## src/rtl/reg_serial_tx_pkg.sv

```systemverilog
`default_nettype none
// ============================================================================
// Module  : reg_serial_tx_pkg
// Brief   : Shared state encodings and line levels for the serial tx/rx pair.
// Revision: 1.0 - initial release
// ============================================================================
package reg_serial_tx_pkg;

    localparam int WORD_WIDTH = 16;

    typedef logic [2:0] state_t;

    localparam logic [2:0] ST_IDLE  = 3'd0;
    localparam logic [2:0] ST_START = 3'd1;
    localparam logic [2:0] ST_DATA  = 3'd2;
    localparam logic [2:0] ST_STOP  = 3'd3;
    localparam logic [2:0] ST_DONE  = 3'd4;

    localparam logic IDLE_LEVEL  = 1'b1;
    localparam logic START_LEVEL = 1'b0;
    localparam logic STOP_LEVEL  = 1'b1;

    // True while a frame occupies the line (start, data or stop bit).
    function automatic logic is_active(input logic [2:0] s);
        return (s == ST_START) || (s == ST_DATA) || (s == ST_STOP);
    endfunction

endpackage : reg_serial_tx_pkg
`default_nettype wire

```

## src/rtl/reg_serial_tx_bit_timer.sv

```systemverilog
`default_nettype none
// ============================================================================
// Module  : reg_serial_tx_bit_timer
// Brief   : Bit-period counter with enable, sync clear and terminal-count pulse.
// Revision: 1.0 - initial release
// ============================================================================
module reg_serial_tx_bit_timer #(
    parameter int CLKS_PER_BIT = 4
) (
    input  logic clk,
    input  logic rst,
    input  logic i_en,
    input  logic i_clr,
    output logic o_tc
);

    localparam int CNT_W = $clog2(CLKS_PER_BIT + 1);
    localparam logic [CNT_W-1:0] c_LAST = CNT_W'(CLKS_PER_BIT - 1);

    logic [CNT_W-1:0] r_count;

    // With one clock per bit c_LAST is zero, so the count never leaves 0.
    assign o_tc = i_en && (r_count == c_LAST);

    always_ff @(posedge clk) begin
        if (rst || i_clr) begin
            r_count <= '0;
        end else if (o_tc) begin
            r_count <= '0;
        end else if (i_en) begin
            r_count <= r_count + 1'b1;
        end
    end

endmodule : reg_serial_tx_bit_timer
`default_nettype wire

```

## src/rtl/reg_serial_tx.sv

```systemverilog
`default_nettype none
// ============================================================================
// Module  : reg_serial_tx
// Brief   : Loads a word and shifts it out as start / data / stop serial frame.
// Revision: 1.0 - initial release
// ============================================================================
module reg_serial_tx
    import reg_serial_tx_pkg::*;
#(
    parameter int WIDTH        = WORD_WIDTH,
    parameter int CLKS_PER_BIT = 4,
    parameter int MSB_FIRST    = 1
) (
    input  logic             clk,
    input  logic             reset,
    input  logic [WIDTH-1:0] din,
    input  logic             load,
    output logic             sout,
    output logic             busy,
    output logic             done
);

    localparam int BIT_W = $clog2(WIDTH + 1);
    localparam logic [BIT_W-1:0] c_LAST_BIT = BIT_W'(WIDTH - 1);

    state_t           r_state;
    state_t           w_next_state;
    logic [WIDTH-1:0] r_shift;
    logic [WIDTH-1:0] w_next_shift;
    logic [WIDTH-1:0] w_shifted;
    logic [BIT_W-1:0] r_bit_cnt;
    logic [BIT_W-1:0] w_next_bit_cnt;
    logic             r_sout;
    logic             r_busy;
    logic             r_done;
    logic             w_next_sout;
    logic             w_head;
    logic             w_accept;
    logic             w_timer_en;
    logic             w_tc;

    // DONE also accepts a load so consecutive frames run without an idle gap.
    assign w_accept   = load && ((r_state == ST_IDLE) || (r_state == ST_DONE));
    assign w_timer_en = is_active(r_state);

    reg_serial_tx_bit_timer #(
        .CLKS_PER_BIT (CLKS_PER_BIT)
    ) u_bit_timer (
        .clk   (clk),
        .rst   (reset),
        .i_en  (w_timer_en),
        .i_clr (w_accept),
        .o_tc  (w_tc)
    );

    generate
        if (MSB_FIRST != 0) begin : g_msb_first
            assign w_shifted = {r_shift[WIDTH-2:0], 1'b0};
            assign w_head    = w_next_shift[WIDTH-1];
        end else begin : g_lsb_first
            assign w_shifted = {1'b0, r_shift[WIDTH-1:1]};
            assign w_head    = w_next_shift[0];
        end
    endgenerate

    always_comb begin
        w_next_state   = r_state;
        w_next_shift   = r_shift;
        w_next_bit_cnt = r_bit_cnt;
        case (r_state)
            ST_IDLE, ST_DONE: begin
                if (w_accept) begin
                    w_next_state   = ST_START;
                    w_next_shift   = din;
                    w_next_bit_cnt = '0;
                end else begin
                    w_next_state = ST_IDLE;
                end
            end
            ST_START: begin
                if (w_tc) begin
                    w_next_state = ST_DATA;
                end
            end
            ST_DATA: begin
                if (w_tc) begin
                    w_next_shift = w_shifted;
                    if (r_bit_cnt == c_LAST_BIT) begin
                        w_next_state   = ST_STOP;
                        w_next_bit_cnt = '0;
                    end else begin
                        w_next_bit_cnt = r_bit_cnt + 1'b1;
                    end
                end
            end
            ST_STOP: begin
                if (w_tc) begin
                    w_next_state = ST_DONE;
                end
            end
            default: begin
                w_next_state = ST_IDLE;
            end
        endcase
    end

    // Outputs are registered from the next state so they line up with it.
    always_comb begin
        w_next_sout = IDLE_LEVEL;
        case (w_next_state)
            ST_START: w_next_sout = START_LEVEL;
            ST_DATA:  w_next_sout = w_head;
            ST_STOP:  w_next_sout = STOP_LEVEL;
            default:  w_next_sout = IDLE_LEVEL;
        endcase
    end

    always_ff @(posedge clk) begin
        if (reset) begin
            r_state   <= ST_IDLE;
            r_shift   <= '0;
            r_bit_cnt <= '0;
            r_sout    <= IDLE_LEVEL;
            r_busy    <= 1'b0;
            r_done    <= 1'b0;
        end else begin
            r_state   <= w_next_state;
            r_shift   <= w_next_shift;
            r_bit_cnt <= w_next_bit_cnt;
            r_sout    <= w_next_sout;
            r_busy    <= is_active(w_next_state);
            r_done    <= (w_next_state == ST_DONE);
        end
    end

    assign sout = r_sout;
    assign busy = r_busy;
    assign done = r_done;

endmodule : reg_serial_tx
`default_nettype wire

```

## config.mk

```make
export PLATFORM = sky130hd
export DESIGN_NAME = reg_serial_tx
export DESIGN_NICKNAME = d
export VERILOG_FILES = /design/src/rtl/reg_serial_tx_pkg.sv /design/src/rtl/reg_serial_tx_bit_timer.sv /design/src/rtl/reg_serial_tx.sv
export SDC_FILE = /design/constraint.sdc
export NUM_CORES = 1
export LEC_CHECK = 0
export CAP_MARGIN = 20
export CORE_UTILIZATION = 40
export DETAILED_ROUTE_END_ITERATION = 16
export SLEW_MARGIN = 40
export SYNTH_ARGS = -nofsm -noshare
export SYNTH_HDL_FRONTEND = slang
export SYNTH_HIERARCHICAL = 1
export SYNTH_SLANG_ARGS = --single-unit
```

## constraint.sdc

```tcl
create_clock -name clk -period 2.34 [get_ports clk]
set_input_delay 0.234 -clock clk [delete_from_list [all_inputs] [get_ports clk]]
set_output_delay 0.234 -clock clk [all_outputs]
set_load 0.005 [all_outputs]
```

==> results by group, run 1 <==
Die
  – Initial Util: 42.26%
  – Die Span Y: 61.61 um
  – Die width: 61.61 um
  – Cell Rows: 21
  – Full die area: 0.003796 mm2
  – Core area: 0.003363 mm2
  – Top Ports: 22

Clock tree
  – Num CTS Buffers: 5
  – Clk root buf: clkbuf_4
  – Worst-path clk slew: 90 ps
  – CTS sink cnt: 30
  – Worst-Skew Late Latency: 320 ps
  – H-tree depth: 2
  – Postcts setup bufs: 0
  – Max Root-Sink Buffers: 2
  – CTS tree: yes

STA
  – Setup TNS: 0 ps
  – Unrepaired setup endpoints after global routing: false
  – Skew final: 6.598 ps
  – Fin. Hold Viols: 0
  – Slew HR: 61.31%
  – Max-slew violation count: 0
  – Max Fclk: 0.4838 GHz
  – Worst slew pin tran: 579.7 ps
  – Final period util: 88.34%
  – # setup viols final: 0
  – Tmin final: 2067 ps

Cells and area
  – Register Area: 603.1 um2
  – Non-filler instance count after layout: 219
  – Area of the multi-input gates: 710.7 um2
  – Antenna cells: 0
  – Nets: 194
  – Area Growth Syn to Fin: 19.45%
  – Fraction of layout cells with a size suffix above 1: 14.45%
  – FILL cells: 331

Synthesis
  – Cell taking the most area after synthesis: dfxtp_1
  – Area contributors post-synth: dfxtp_1, a22oi_1, a21oi_1, buf_6, nand2_1
  – Mean Syn Cell Area: 9.351 um2
  – Main combinational cell family by area after synthesis: simple AND/OR/NAND/NOR gates
  – Synth Area in Compound Gates: 22.01%
  – Syn Inst Count: 152
  – Yosys synthesis warning count: 6
  – Net Count, Synth: 174
  – Post-synthesis adder-cell area fraction: 2.641%
  – Post-synthesis mux area share: 0%
  – Yosys reg bits: 30
  – Area share of the largest cell type after synthesis: 42.25%
  – Netlist cell types: 42
  – Synthesized area: 0.001421 mm2
  – Most instantiated cells after synthesis: dfxtp_1, a21oi_1, nand2_1
  – Post-Synth Simple-Gate Area: 24.74%
  – Post-synth EDFFs: 0
  – FFs w/ async S/R, synth: 0%
  – Most used DFF post-synth: dfxtp_1
  – Xor-xnor portion of the synthesized cell area: 0.6162%
  – Post-synthesis sequential area ratio: 42.25%
  – Most frequent cell after synthesis: dfxtp_1

Critical path
  – Crit path capture type: register
  – Crit-path cells: nor2_1 -> nor2_1 -> and2_1 -> and4bb_1 -> buf_4 -> a22oi_1 -> a21oi_1
  – Worst r2r dst: r_shift[7]
  – FF-to-FF path depth: 7
  – Critical Path Max Stage Delay: 450 ps
  – Critical path class: register to register
  – Worst Path Required: 2590 ps
  – R2r setup slk: 270 ps
  – Worst r2r src: r_state[1]
  – Startpoint types: register
  – Crit path DAT: 2320 ps
  – CP dominant cell by count: nor2_1
  – Crit Path Max Fanout: 14
  – CP max-delay cell: dfxtp_2

GRT
  – Initial antenna violation count: 0
  – GRT overflow: 0
  – First-pass GRT wire length: 4.767 mm
  – GRT Util Overall: 17.56%
  – Number of global-route vias before repair: 1,082
  – Largest net degree at the start of global routing: 22

Place
  – Port Buffer Count: 21
  – Post-DP HPWL: 2.058 mm
  – DP Cell Count: 211
  – Gpl congestion: 0.8717

Route
  – Via/cell ratio: 5.247
  – First DRT Iteration DRCs: 77
  – Final ANT Viol Nets: 0
  – Drt wl/cell: 13.08 um
  – Drt pass-1 iters: 4
  – DRC errors left: 0
  – Routed vias: 1,149
  – Routed WL: 2.864 mm

Power
  – PwrDens: 631.3 mW/mm2
  – Leakage power: 0.0006022 uW
  – Maximum vdd ir drop: 0.2968 mV

Min path
  – Sink of the worst hold path: r_shift[15]
  – WHS Path Cells: 2
  – Hold path start: r_shift[15]
  – Hold/Removal Path Class: register to register

Run status
  – Run status: finished clean

Flow run
  – Max Cap Viol: 0
-- stage by stage --
stage	cell area [um2]	worst slack [ps]	hold slack [ps]	total power, uW	util [%]
final	1698	272.9	454.9	1072	50.48
after CTS	1695	188.8	462.0	1084	50.41
after detailed placement	1620	197.8	448.5	684.9	48.18
after global placement	1620	331.6	443.6	682.2	48.18
after global routing	1698	97.02	477.3	1127	50.48
after floorplan	1421	525.1	394.8	640.5	-
-- how the worst max path moves through the flow --
stage	to	start	slack [ps]	cells after the start
floorplan	r_shift[0]	r_state[0]	530	10
global placement	r_bit_cnt[3]	r_state[1]	330	7
detailed placement	r_bit_cnt[3]	r_state[1]	200	7
CTS	r_bit_cnt[3]	r_state[1]	190	7
global route	r_shift[12]	r_state[1]	100	7
finish	r_shift[7]	r_state[1]	270	7
-- what timing repair did --
| item | CTS | global route |
|---|---|---|
| gates resized for setup | 0 | 2 |
| hold buffers | 0 | 0 |
| endpoints found under the setup margin | 0 | 4 |
-- report_power, final --
group | internal [uW] | switching (uW) | leakage, uW
combinational | 68.6 | 56.7 | 0.000317
clock | 227 | 171 | 0.0000395
sequential | 533 | 15.3 | 0.000246
-- area by class of cell --
class	count	share of cell area, %
tap	46	3.390
sequential	30	35.52
clock inverter	1	1.769
inverter	3	0.6632
timing repair buffer	25	14.15
multi-input combinational	107	41.86
clock buffer	7	2.653
-- layout by cell type, fill, tap and decap left out, types with 2 or more instances in the layout --
cell type | synthesis | final
nand2_1 | 17 | 17
nor3_1 | 4 | 4
dfxtp_2 | 0 | 2
a31oi_1 | 2 | 2
clkdlybuf4s50_1 | 0 | 21
buf_4 | 2 | 4
nand2b_1 | 4 | 4
dfxtp_1 | 30 | 28
inv_1 | 3 | 3
and2_1 | 2 | 2
or3b_1 | 2 | 2
ha_1 | 3 | 3
a22oi_1 | 15 | 15
nor2_4 | 2 | 2
clkbuf_1 | 3 | 2
o21ai_0 | 2 | 2
nand4b_1 | 2 | 2
a21oi_1 | 21 | 21
nor2_1 | 6 | 6
nand3_1 | 3 | 3
clkbuf_4 | 0 | 5
-- registers in the layout, indices dropped and copies added (netlist names) --
signal and count:
r_shift 16, busy 1, r_state 3, r_bit_cnt 5, u_bit_timer/r_count 3, done 1
sout 1
-- kinds of logic after synthesis --
family	after synthesis
fa+ha+maj	3
flops	30
compound gates	47
buf+inv	15
xor+xnor	1
simple gates	56
-- per-layer routing --
layer / global-route usage (%) / routed length [um] / up-vias
met2: 25.81 / 1295 / 30
met5: 0 / 0 / -
li1: - / - / 587
met4: 10.16 / 59 / 0
met3: 6.723 / 149 / 6
met1: 21.84 / 1360 / 526
-- worst max-delay path, delay by kind of cell (launching register included) --
kind	cells	cell delay [ps]
buf+inv	1	270
flops	1	450
compound gates	2	230
simple gates	4	1050
(Power assumes the default switching activity.)
==> run 2: changes to the inputs <==
Settings changed: ABC_CLOCK_PERIOD_IN_PS set to 2340.
==> results of run 2 <==
No change in the layout: final DEF, timing and power equal those of run 1.
==> run 3: changes to the inputs <==
Settings changed: ABC_CLOCK_PERIOD_IN_PS 2340 to not set, CORE_UTILIZATION 40 to 27.
==> run 3 against run 2 <==
Effect of this change:
- non-clock buffer count increased by 2
- highest routed layer unchanged
- worst hold slack worse by 1.2 ps
- combinational power up 4%
- clock-buffer cell count decreased by 1
- utilization is 15 points lower
- register-to-register slack improved by 40 ps
- sequential power shrank 0.9%
- clock power up 33%
- routed wire length decreased by 1.6%
- largest power group unchanged
- cell count up 11%
- fmax grew 2.1%
==> results by group, run 3 (synthesis results as in run 1) <==
Route
  – Drt pass-1 iters: 4
  – DRC errors left: 0
  – Routed WL: 2.817 mm
  – Via/cell ratio: 4.656
  – Final ANT Viol Nets: 0
  – Drt wl/cell: 11.55 um
  – Routed vias: 1,136
  – First DRT Iteration DRCs: 62

STA
  – Worst slew pin tran: 552.5 ps
  – Fin. Hold Viols: 0
  – Final period util: 86.52%
  – Max Fclk: 0.4939 GHz
  – Max-slew violation count: 0
  – Unrepaired setup endpoints after global routing: false
  – Slew HR: 63.12%
  – Setup ws final: 315.4 ps
  – Tmin final: 2025 ps
  – # setup viols final: 0
  – Setup TNS: 0 ps
  – Skew final: 11.11 ps

Die
  – Die width: 74.56 um
  – Die Span Y: 74.56 um
  – Full die area: 0.005558 mm2
  – Cell Rows: 26
  – Core area: 0.005075 mm2
  – Initial Util: 28.01%
  – Top Ports: 22

Cells and area
  – Antenna cells: 0
  – Fraction of layout cells with a size suffix above 1: 14.94%
  – Area of the multi-input gates: 710.7 um2
  – Nets: 196
  – Most frequent cells in the layout: dfxtp_1, a21oi_1, clkdlybuf4s50_1
  – Fin util: 35.03%
  – FILL cells: 556
  – Area Growth Syn to Fin: 25.09%
  – Regs by FF count: r_shift: 16 flops, r_bit_cnt: 5 flops
  – Max reg flops: 16
  – Commonest non-fill, non-tap cell in the layout: dfxtp_1
  – Register Area: 600.6 um2
  – Most flops, register: r_shift

Clock tree
  – Clk root buf: clkbuf_8
  – Postcts setup bufs: 0
  – Worst-path clk slew: 60 ps
  – H-tree depth: 2
  – Post_cts resized: 0
  – CTS Hold Buffers Added: 0
  – CTS tree: yes
  – Num CTS Buffers: 5
  – Max Root-Sink Buffers: 2
  – CTS sink cnt: 30
  – Worst-Skew Late Latency: 280 ps

GRT
  – First-pass GRT wire length: 4.968 mm
  – GRT overflow: 0
  – GRT Util Overall: 12.01%
  – Initial antenna violation count: 0
  – Largest net degree at the start of global routing: 22
  – Number of global-route vias before repair: 1,073

Critical path
  – CP max-delay cell: nor2_4
  – Critical path class: register to register
  – CP dominant cell by count: ha_1
  – Crit Path Max Fanout: 21
  – Crit-path cells: ha_1 -> ha_1 -> and2_1 -> and4bb_1 -> nor2_4 -> a21oi_1 -> o32ai_2
  – Cell family with most CP delay: simple AND/OR/NAND/NOR gates
  – Crit path DAT: 2220 ps
  – Critical Path Max Stage Delay: 410 ps
  – Worst path depth: 7
  – FF-to-FF path depth: 7
  – Worst path bufs/invs: 0
  – Worst Path Required: 2530 ps
  – Startpoint types: register
  – Crit path capture type: register

Power
  – Leakage power: 0.0006305 uW
  – PwrDens: 677.7 mW/mm2
  – Maximum vdd ir drop: 0.3287 mV

Min path
  – Hold/Removal Path Class: register to register
  – WHS Path Cells: 2

Place
  – Post-DP HPWL: 1.954 mm
  – Gpl congestion: 0.7693
  – Port Buffer Count: 21
  – Worst slack, placed: 323.1 ps

Run status
  – Run status: finished clean

Flow run
  – Max Cap Viol: 0
-- run 3: changes by cell type in the layout (fill, tap and decap cells not counted), sizes merged --
cell	previous run	this run
buf	4	6
clkbuf	7	6
-- run 3: metal layers --
metal  global-route usage [%]  routed length (um)  up-vias
met5                        0                   0        -
met4                    6.080                  57        0
met2                    15.82                1211       21
li1                         -                   -      588
met1                    16.90                1412      522
met3                    4.472                 136        5
-- run 3: layout make-up --
class	count	area share, %
Multi-Input combinational cell	107	39.97
Sequential cell	30	33.78
Timing Repair Buffer	27	14.36
Tap cell	70	4.926
Clock buffer	6	4.645
Clock inverter	1	1.689
Inverter	3	0.6334
-- run 3: path summary, 6_finish.rpt --
check,from,to,slack (ps)
hold reg to reg,r_shift[15],r_shift[15],450
hold / removal,r_shift[15],r_shift[15],450
setup reg to reg,u_bit_timer/r_count[0],r_bit_cnt[3],320
setup / recovery,u_bit_timer/r_count[0],r_bit_cnt[3],320
-- run 3: worst min-delay path, delay by kind of cell, from the launching register on --
family | cells | cell delay, ps
flops | 1 | 300
simple gates | 1 | 50
compound gates | 1 | 50
-- run 3: report_power, final --
group          switching [uW]  internal (uW)
combinational            60.5           69.5
clock                     190            340
sequential               10.6            534
-- run 3: stage by stage --
| stage | hold slack (ps) | instances | total power [uW] | instance area (um2) |
|---|---|---|---|---|
| 3_3_place_gp | 442.6 | 237 | 686.4 | 1665 |
| 2_1_floorplan | 394.8 | 152 | 640.5 | 1421 |
| 6_report | 453.7 | 244 | 1205 | 1778 |
| 4_1_cts | 454.9 | 244 | 1219 | 1778 |
| 5_1_grt | 470.9 | 244 | 1260 | 1778 |
| 3_5_place_dp | 444.0 | 237 | 686.4 | 1665 |
